===== config.mk =====
export PLATFORM = sky130hd
export DESIGN_NAME = seq_mult_shift_add
export DESIGN_NICKNAME = d
export VERILOG_FILES = /design/src/rtl/seq_mult_shift_add.sv
export SDC_FILE = /design/constraint.sdc
export NUM_CORES = 1
export LEC_CHECK = 0
export CAP_MARGIN = 15
export CORE_MARGIN = 1.5
export CORE_UTILIZATION = 30
export DETAILED_ROUTE_END_ITERATION = 16
export GPL_TIMING_DRIVEN = 0
export PLACE_DENSITY = 0.43
export SYNTH_ARGS = -nofsm -noshare
export SYNTH_HDL_FRONTEND = slang
export SYNTH_SLANG_ARGS = --single-unit

===== constraint.sdc =====
create_clock -name clk -period 12.3 [get_ports clk]
set_input_delay 3.69 -clock clk [delete_from_list [all_inputs] [get_ports clk]]
set_output_delay 3.69 -clock clk [all_outputs]
set_load 0.05 [all_outputs]

===== src/rtl/seq_mult_shift_add.sv =====
// Radix-2 shift-and-add sequential multiplier with start/done handshake.
// Signed operands are reduced to magnitudes up front; the sign is reapplied
// once when the result is written, so the RUN datapath stays purely unsigned.
module seq_mult_shift_add #(
  parameter int WIDTH = 16,
  parameter int CNT_W = $clog2(WIDTH+1)
) (
  input  logic               clk,
  input  logic               reset,
  input  logic               start,
  input  logic               signed_mode,
  input  logic               acc_mode,
  input  logic [WIDTH-1:0]   M,
  input  logic [WIDTH-1:0]   Q,
  output logic               ready,
  output logic               busy,
  output logic               done,
  output logic [2*WIDTH-1:0] acc
);
  localparam int PW = 2*WIDTH;

  typedef enum logic [1:0] {IDLE, RUN, DONE} state_t;

  state_t           state_q, state_d;
  logic [WIDTH-1:0] mcand_q, mcand_d;
  logic [WIDTH-1:0] mplier_q, mplier_d;
  logic             neg_q, neg_d;
  logic             accm_q, accm_d;
  logic [PW-1:0]    pp_q, pp_d;
  logic [CNT_W-1:0] cnt_q, cnt_d;
  logic [PW-1:0]    acc_q, acc_d;

  logic [WIDTH-1:0] m_abs, q_abs;
  logic [PW-1:0]    addend, pp_step, res;

  // Operand magnitudes and the step datapath; the last step's add is folded
  // into the result so acc is written on the same edge that leaves RUN.
  always_comb begin
    m_abs   = (signed_mode && M[WIDTH-1]) ? -M : M;
    q_abs   = (signed_mode && Q[WIDTH-1]) ? -Q : Q;
    addend  = mplier_q[0] ? ({{WIDTH{1'b0}}, mcand_q} << cnt_q) : '0;
    pp_step = pp_q + addend;
    res     = neg_q ? -pp_step : pp_step;
  end

  // Next-state and register updates.
  always_comb begin
    state_d  = state_q;
    mcand_d  = mcand_q;
    mplier_d = mplier_q;
    neg_d    = neg_q;
    accm_d   = accm_q;
    pp_d     = pp_q;
    cnt_d    = cnt_q;
    acc_d    = acc_q;
    case (state_q)
      IDLE, DONE: begin
        state_d = IDLE;
        if (start) begin
          state_d  = RUN;
          mcand_d  = m_abs;
          mplier_d = q_abs;
          neg_d    = signed_mode & (M[WIDTH-1] ^ Q[WIDTH-1]);
          accm_d   = acc_mode;
          pp_d     = '0;
          cnt_d    = '0;
        end
      end
      RUN: begin
        pp_d     = pp_step;
        mplier_d = mplier_q >> 1;
        cnt_d    = cnt_q + CNT_W'(1);
        if (cnt_q == CNT_W'(WIDTH-1)) begin
          state_d = DONE;
          acc_d   = accm_q ? acc_q + res : res;
        end
      end
      default: state_d = IDLE;
    endcase
  end

  // State register; reset discards any operation in flight.
  always_ff @(posedge clk) begin
    if (reset) begin
      state_q  <= IDLE;
      mcand_q  <= '0;
      mplier_q <= '0;
      neg_q    <= 1'b0;
      accm_q   <= 1'b0;
      pp_q     <= '0;
      cnt_q    <= '0;
      acc_q    <= '0;
    end else begin
      state_q  <= state_d;
      mcand_q  <= mcand_d;
      mplier_q <= mplier_d;
      neg_q    <= neg_d;
      accm_q   <= accm_d;
      pp_q     <= pp_d;
      cnt_q    <= cnt_d;
      acc_q    <= acc_d;
    end
  end

  assign ready = (state_q == IDLE) || (state_q == DONE);
  assign busy  = (state_q == RUN);
  assign done  = (state_q == DONE);
  assign acc   = acc_q;
endmodule


=== Word level (Yosys, flattened, before mapping) ===
Index checks and enable logic that the tools add are counted.

* Register bits after elaboration: 105
* Input bits: 37
* Output and inout bits: 35
* Word-level logic and storage cells: 45

* Add/sub/neg operators: 6
* Equality and inequality tests: 5
* Shift operators: 1
* Mux-type cells: 14
* Bitwise logic cells: 2
* Reductions and logical operators: 9

{| class="wikitable"
|+ Operator list
! kind !! count
|-
| two-way mux 32 bit || 4
|-
| adder 32 bit || 2
|-
| case mux 32 bit (2 select lines) || 1
|-
| two-way mux 16 bit || 3
|-
| negator 16 bit || 2
|-
| negator 32 bit || 1
|-
| case mux 16 bit (2 select lines) || 1
|-
| left shift 16 x 5 -> 32 bit || 1
|-
| case mux 5 bit (2 select lines) || 1
|-
| AND reduction 2 bit || 3
|-
| adder 5 x 1 -> 5 bit (second input constant) || 1
|-
| equality test 5 x 4 -> 1 bit (second input constant) || 1
|-
| two-way mux 5 bit || 1
|-
| case mux 2 bit (2 select lines) || 1
|-
| equality test 2 x 1 -> 1 bit (second input constant) || 1
|-
| equality test 2 bit (second input constant) || 1
|-
| logical AND 1 bit || 2
|-
| logical NOT 2 bit || 1
|-
| two-way mux 2 bit || 1
|-
| inequality test 2 x 1 -> 1 bit (second input constant) || 1
|-
| inequality test 2 bit (second input constant) || 1
|-
| nonzero test 2 bit || 1
|-
| OR reduction 2 bit || 1
|-
| AND 1 bit || 1
|-
| other kinds (3) || 3
|}

=== Longest topological paths before layout ===
* Word-level depth: 7
* Gate-level depth with buffers: 34
* Depth with buffers taken out: 30

=== Least setup slack after synthesis ===
OpenSTA, ideal clock, no wires.

* Path kind: flip-flop to flip-flop
* Start: reg cnt_q[1]
* End: reg acc_q[31], in the netlist acc[31]
* Library setup time: 82 ps
* Arrival time: 6802 ps
* Required time: 12218 ps
* Setup slack: 5416 ps
* Stages on the path, launching flop included: 33
* Path buffers: 3
* Period minus slack after synthesis: 6884 ps
* Cell sequence: dfxtp_1 > clkbuf_1 > clkbuf_1 > mux2_2 > nor2_1 > a21oi_1 > mux2_2 > nor2_1 > a21oi_1 > and3_1 > ha_1 > nand4_1 > nor3_1 > a21o_1 > nor2_1 > xnor2_1 > or4_1 > or4_1 > buf_2 > o21ai_0 > xnor2_1 > ha_1 > a21o_1 > a21o_1 > a21oi_1 > o21ai_0 > a21oi_1 > o21ai_0 > a21oi_1 > o21ai_0 > a2111oi_0 > o211ai_1 > o2111ai_1

* Cells in the longest elaborated chain, start to end: 7
* Elaborated cells on any way between the ends: 9
* Classes of those cells: add/sub (3); eq/ne (1); shift (1); mux (3); reduce/logical (1)

{| class="wikitable"
|+ RTL lines
! item !! line !! text
|-
| start: declaration || 30 || <nowiki>logic [CNT_W-1:0] cnt_q, cnt_d;</nowiki>
|-
| start signal: assignment || 100 || <nowiki>cnt_q <= cnt_d;</nowiki>
|-
| left shift 16 x 5 -> 32 bit || 41 || <nowiki>addend = mplier_q[0] ? ({{WIDTH{1'b0}}, mcand_q} << cnt_q) : '0;</nowiki>
|-
| two-way mux 32 bit || 41 ||
|-
| adder 32 bit || 42 || <nowiki>pp_step = pp_q + addend;</nowiki>
|-
| negator 32 bit || 43 || <nowiki>res = neg_q ? -pp_step : pp_step;</nowiki>
|-
| two-way mux 32 bit || 43 ||
|-
| adder 32 bit || 75 || <nowiki>acc_d = accm_q ? acc_q + res : res;</nowiki>
|-
| two-way mux 32 bit || 75 ||
|-
| end signal: assignment || 92 || <nowiki>acc_q <= '0;</nowiki>
|-
| end signal: assignment || 101 || <nowiki>acc_q <= acc_d;</nowiki>
|-
| end: declaration || 31 || <nowiki>logic [PW-1:0] acc_q, acc_d;</nowiki>
|}

Several ways; a longest one is shown, not always the timed one.
A chain may end at the register's enable or synchronous reset.

=== Worst setup path after layout ===
Ends and elaborated chain as after synthesis.

==> impl_metrics.env <==
export IMPL_status="completed"
export IMPL_post_cts_setup_buffer_count=0
export IMPL_grt_max_degree=17
export IMPL_clk_latency_ns=0.38
export IMPL_drt_total_wl_um=35320
export IMPL_ctsResizeCount=0
export IMPL_seq_area_frac_synth_pct=20.99
export IMPL_period_share_pct=70.13
export IMPL_worstReg2RegStart="cnt_q[1]"
export IMPL_io_pins=72
export IMPL_synth_cell_type_count=74
export IMPL_drive_gt1_share_pct=4.103
export IMPL_hold_slack_ns=0.4852
export IMPL_ys_ff_latch=105
export IMPL_first_pass_iters=7
export IMPL_design_core_area_um2=32700
export IMPL_dpl_worst_slack_ns=3.750
export IMPL_dieWidth_um=185.7
export IMPL_grt_first_pass_wirelength_um=55630
export IMPL_drcViolationCount=0
export IMPL_start_util_pct=30.62
export IMPL_cpMaxStageDelayCell="or4_1"
export IMPL_regArea_um2=2102
export IMPL_crit_arrival_ns=8.92
export IMPL_crit_fanout=10
export IMPL_fin_ws_ns=3.674
export IMPL_cts_buffers=9
export IMPL_clk_pin_slew_worst_paths_ns=0.09
export IMPL_seq_power_share_pct=40.6
export IMPL_fin_setup_tns_ns=0
export IMPL_vias_per_cell=5.415
export IMPL_slew_violations=0
export IMPL_placedInstanceArea_um2=11270
export IMPL_diodes=0
export IMPL_max_freq_ghz=0.1159
export IMPL_rsz0062_at_grt="false"
export IMPL_hold_class="reg2reg"
export IMPL_leakagePower_uw=0.004479
export IMPL_cts_root_buffer="clkbuf_16"
export IMPL_crit_type="reg2reg"
export IMPL_design_area_um2=11570
export IMPL_die_area_um2=34480
export IMPL_cts_sinks=105
export IMPL_min_period_ns=8.626
export IMPL_cpMostUsedCell="o21ai_0"
export IMPL_grt_overflow_total=0
export IMPL_hpwl_um=28280
export IMPL_startpoint="cnt_q[1]"
export IMPL_cap_viol_max_count=0
export IMPL_antenna_found_initial=1
export IMPL_rows=66
export IMPL_die_height_um=185.7
export IMPL_vdd_drop_max_mv=0.07453
export IMPL_multi_input_area_um2=7470
export IMPL_hold_buffers=0
export IMPL_cts_tree="built"
export IMPL_port_buffers=70
export IMPL_synth_edf_count=0
export IMPL_setup_viol=0
export IMPL_grt_use_total_pct=21.02
export IMPL_fillCellCount=3557
export IMPL_setup_worst_path_start_class="flip-flop"
export IMPL_max_slew_margin_pct=22.97
export IMPL_synthFlopType="dfxtp_1"
export IMPL_synthesis_nets=1465
export IMPL_vias=10180
export IMPL_critPathMaxStageDelay_ns=0.54
export IMPL_yosysWarnings=0
export IMPL_drt_iter0_drc=591
export IMPL_htreeDepth=3
export IMPL_power_frac_comb_pct=22.0
export IMPL_clockBufferDepth=2
export IMPL_clkPwrFrac_pct=37.4
export IMPL_area_growth_pct=15.58
export IMPL_final_nets=1546
export IMPL_crit_path_end_kind="flip-flop"
export IMPL_ys_async_sr_fraction_pct=0
export IMPL_syn_inst=1354
export IMPL_internal_power_uw=595.6
export IMPL_skew_ns=0.01825
export IMPL_p_per_area_nw_per_um2=76.06
export IMPL_hold_start="acc[5]"
export IMPL_grt_pass1_vias=10000
export IMPL_postSynthAreaPerCell_um2=7.395
export IMPL_ant_nets=0
export IMPL_p_total_uw=880.2
export IMPL_cp_required_ns=12.60
export IMPL_hold_viol=0
export IMPL_post_drt_wl_per_cell_um=18.79
export IMPL_tightest_slew_ns=1.141
export IMPL_syn_area_um2=10010
export IMPL_switching_share_pct=32.34
export IMPL_finalWeightedCongestion=0.8995
export IMPL_switchingPower_uw=284.7
[critical path, delay by kind of cell, from the launching register on]
kind            cells  cell delay [ns]
compound gates     18             4.52
mux                 1             0.41
simple gates        3             0.94
flops               1             0.34
fa+ha+maj           2             0.65
xor+xnor            2             0.47
buf+inv             4             1.21
[sequential cells by signal (all words and copies together), names as in the netlist]
signal / count
pp_q: 32
mcand_q: 16
acc: 32
accm_q: 1
neg_q: 1
cnt_q: 5
mplier_q: 16
state_q: 2
[cell families (layout without fill, tap and decap cells)]
logic type | after synthesis | in the layout | share of synthesized area [%]
AND/OR/NAND/NOR | 474 | 474 | 22.32
flip-flops | 105 | 105 | 20.99
AO/OA/AOI/OAI | 452 | 452 | 30.11
XOR/XNOR | 95 | 95 | 8.384
buffers and inverters | 114 | 198 | 4.411
adder cells (fa/ha/maj) | 74 | 74 | 9.396
multiplexers | 40 | 40 | 4.386
[cell usage after synthesis (29+ instances only)]
master      n  area share [%]
nor2_1    159             6.0
nand2_1   133             5.0
a21oi_1   125             6.2
dfxtp_1   105              21
ha_1       72             9.0
o21ai_0    72             3.6
xnor2_1    63             5.5
clkbuf_1   61             2.3
a22oi_1    48             3.6
a211oi_1   46             3.4
a21o_1     31             2.3
xor2_1     31             2.7
inv_1      29             1.1
[routing by layer]
layer | vias up | global-route usage (%) | routed length [um]
met1 | 4745 | 26.89 | 16370
met5 | - | 0 | 0
met4 | 0 | 7.516 | 1020
met2 | 237 | 36.30 | 16670
met3 | 59 | 2.309 | 1266
li1 | 5140 | - | -
[worst paths after layout]
check | endpoint | slack, ns | cells after the start
worst max-delay path | acc[31] | 3.67 | 30
worst min-delay path | acc[5] | 0.49 | 2
worst max register to register | acc[31] | 3.67 | 30
worst min register to register | acc[5] | 0.49 | 2
[power groups by stage]
| stage | sequential (uW) | clock [uW] | combinational [uW] |
|---|---|---|---|
| 2_1_floorplan | 363 | 0 | 127 |
| 6_report | 358 | 329 | 193 |
| 3_3_place_gp | 366 | 0 | 193 |
| 3_5_place_dp | 366 | 0 | 193 |
| 4_1_cts | 358 | 337 | 194 |
| 5_1_grt | 359 | 350 | 214 |
[area by class of cell]
type / count / area share, %
sequential: 105 / 18.16
clock buffer: 9 / 1.946
multi-input combinational: 1135 / 64.54
buffer: 82 / 2.778
timing repair buffer: 70 / 6.054
tap: 442 / 4.778
inverter: 32 / 1.038
clock inverter: 5 / 0.7027
[cells in the final DEF, fill, tap and decap left out, types with 16 or more instances in the layout]
| cell | netlist | final |
|---|---|---|
| and3_1 | 16 | 16 |
| nor3_1 | 27 | 27 |
| nand4_1 | 17 | 17 |
| dfxtp_1 | 105 | 105 |
| nor2_1 | 159 | 159 |
| ha_1 | 72 | 72 |
| a211oi_1 | 46 | 46 |
| o21ai_0 | 72 | 72 |
| a21o_1 | 31 | 31 |
| clkdlybuf4s50_1 | 0 | 70 |
| inv_1 | 29 | 29 |
| nand3_1 | 20 | 20 |
| clkbuf_1 | 61 | 61 |
| o211ai_1 | 19 | 19 |
| a22oi_1 | 48 | 48 |
| nor2b_1 | 17 | 17 |
| mux2i_1 | 27 | 27 |
| a21oi_1 | 125 | 125 |
| xor2_1 | 31 | 31 |
| nand2_1 | 133 | 133 |
| xnor2_1 | 63 | 63 |
[stage by stage]
step | util, % | instances
floorplan | - | 1354
global placement | 34.45 | 1866
detailed placement | 34.45 | 1866
CTS | 35.39 | 1880
global route | 35.39 | 1880
finish | 35.39 | 1880
Note: power is estimated with default switching activity, not from simulation.
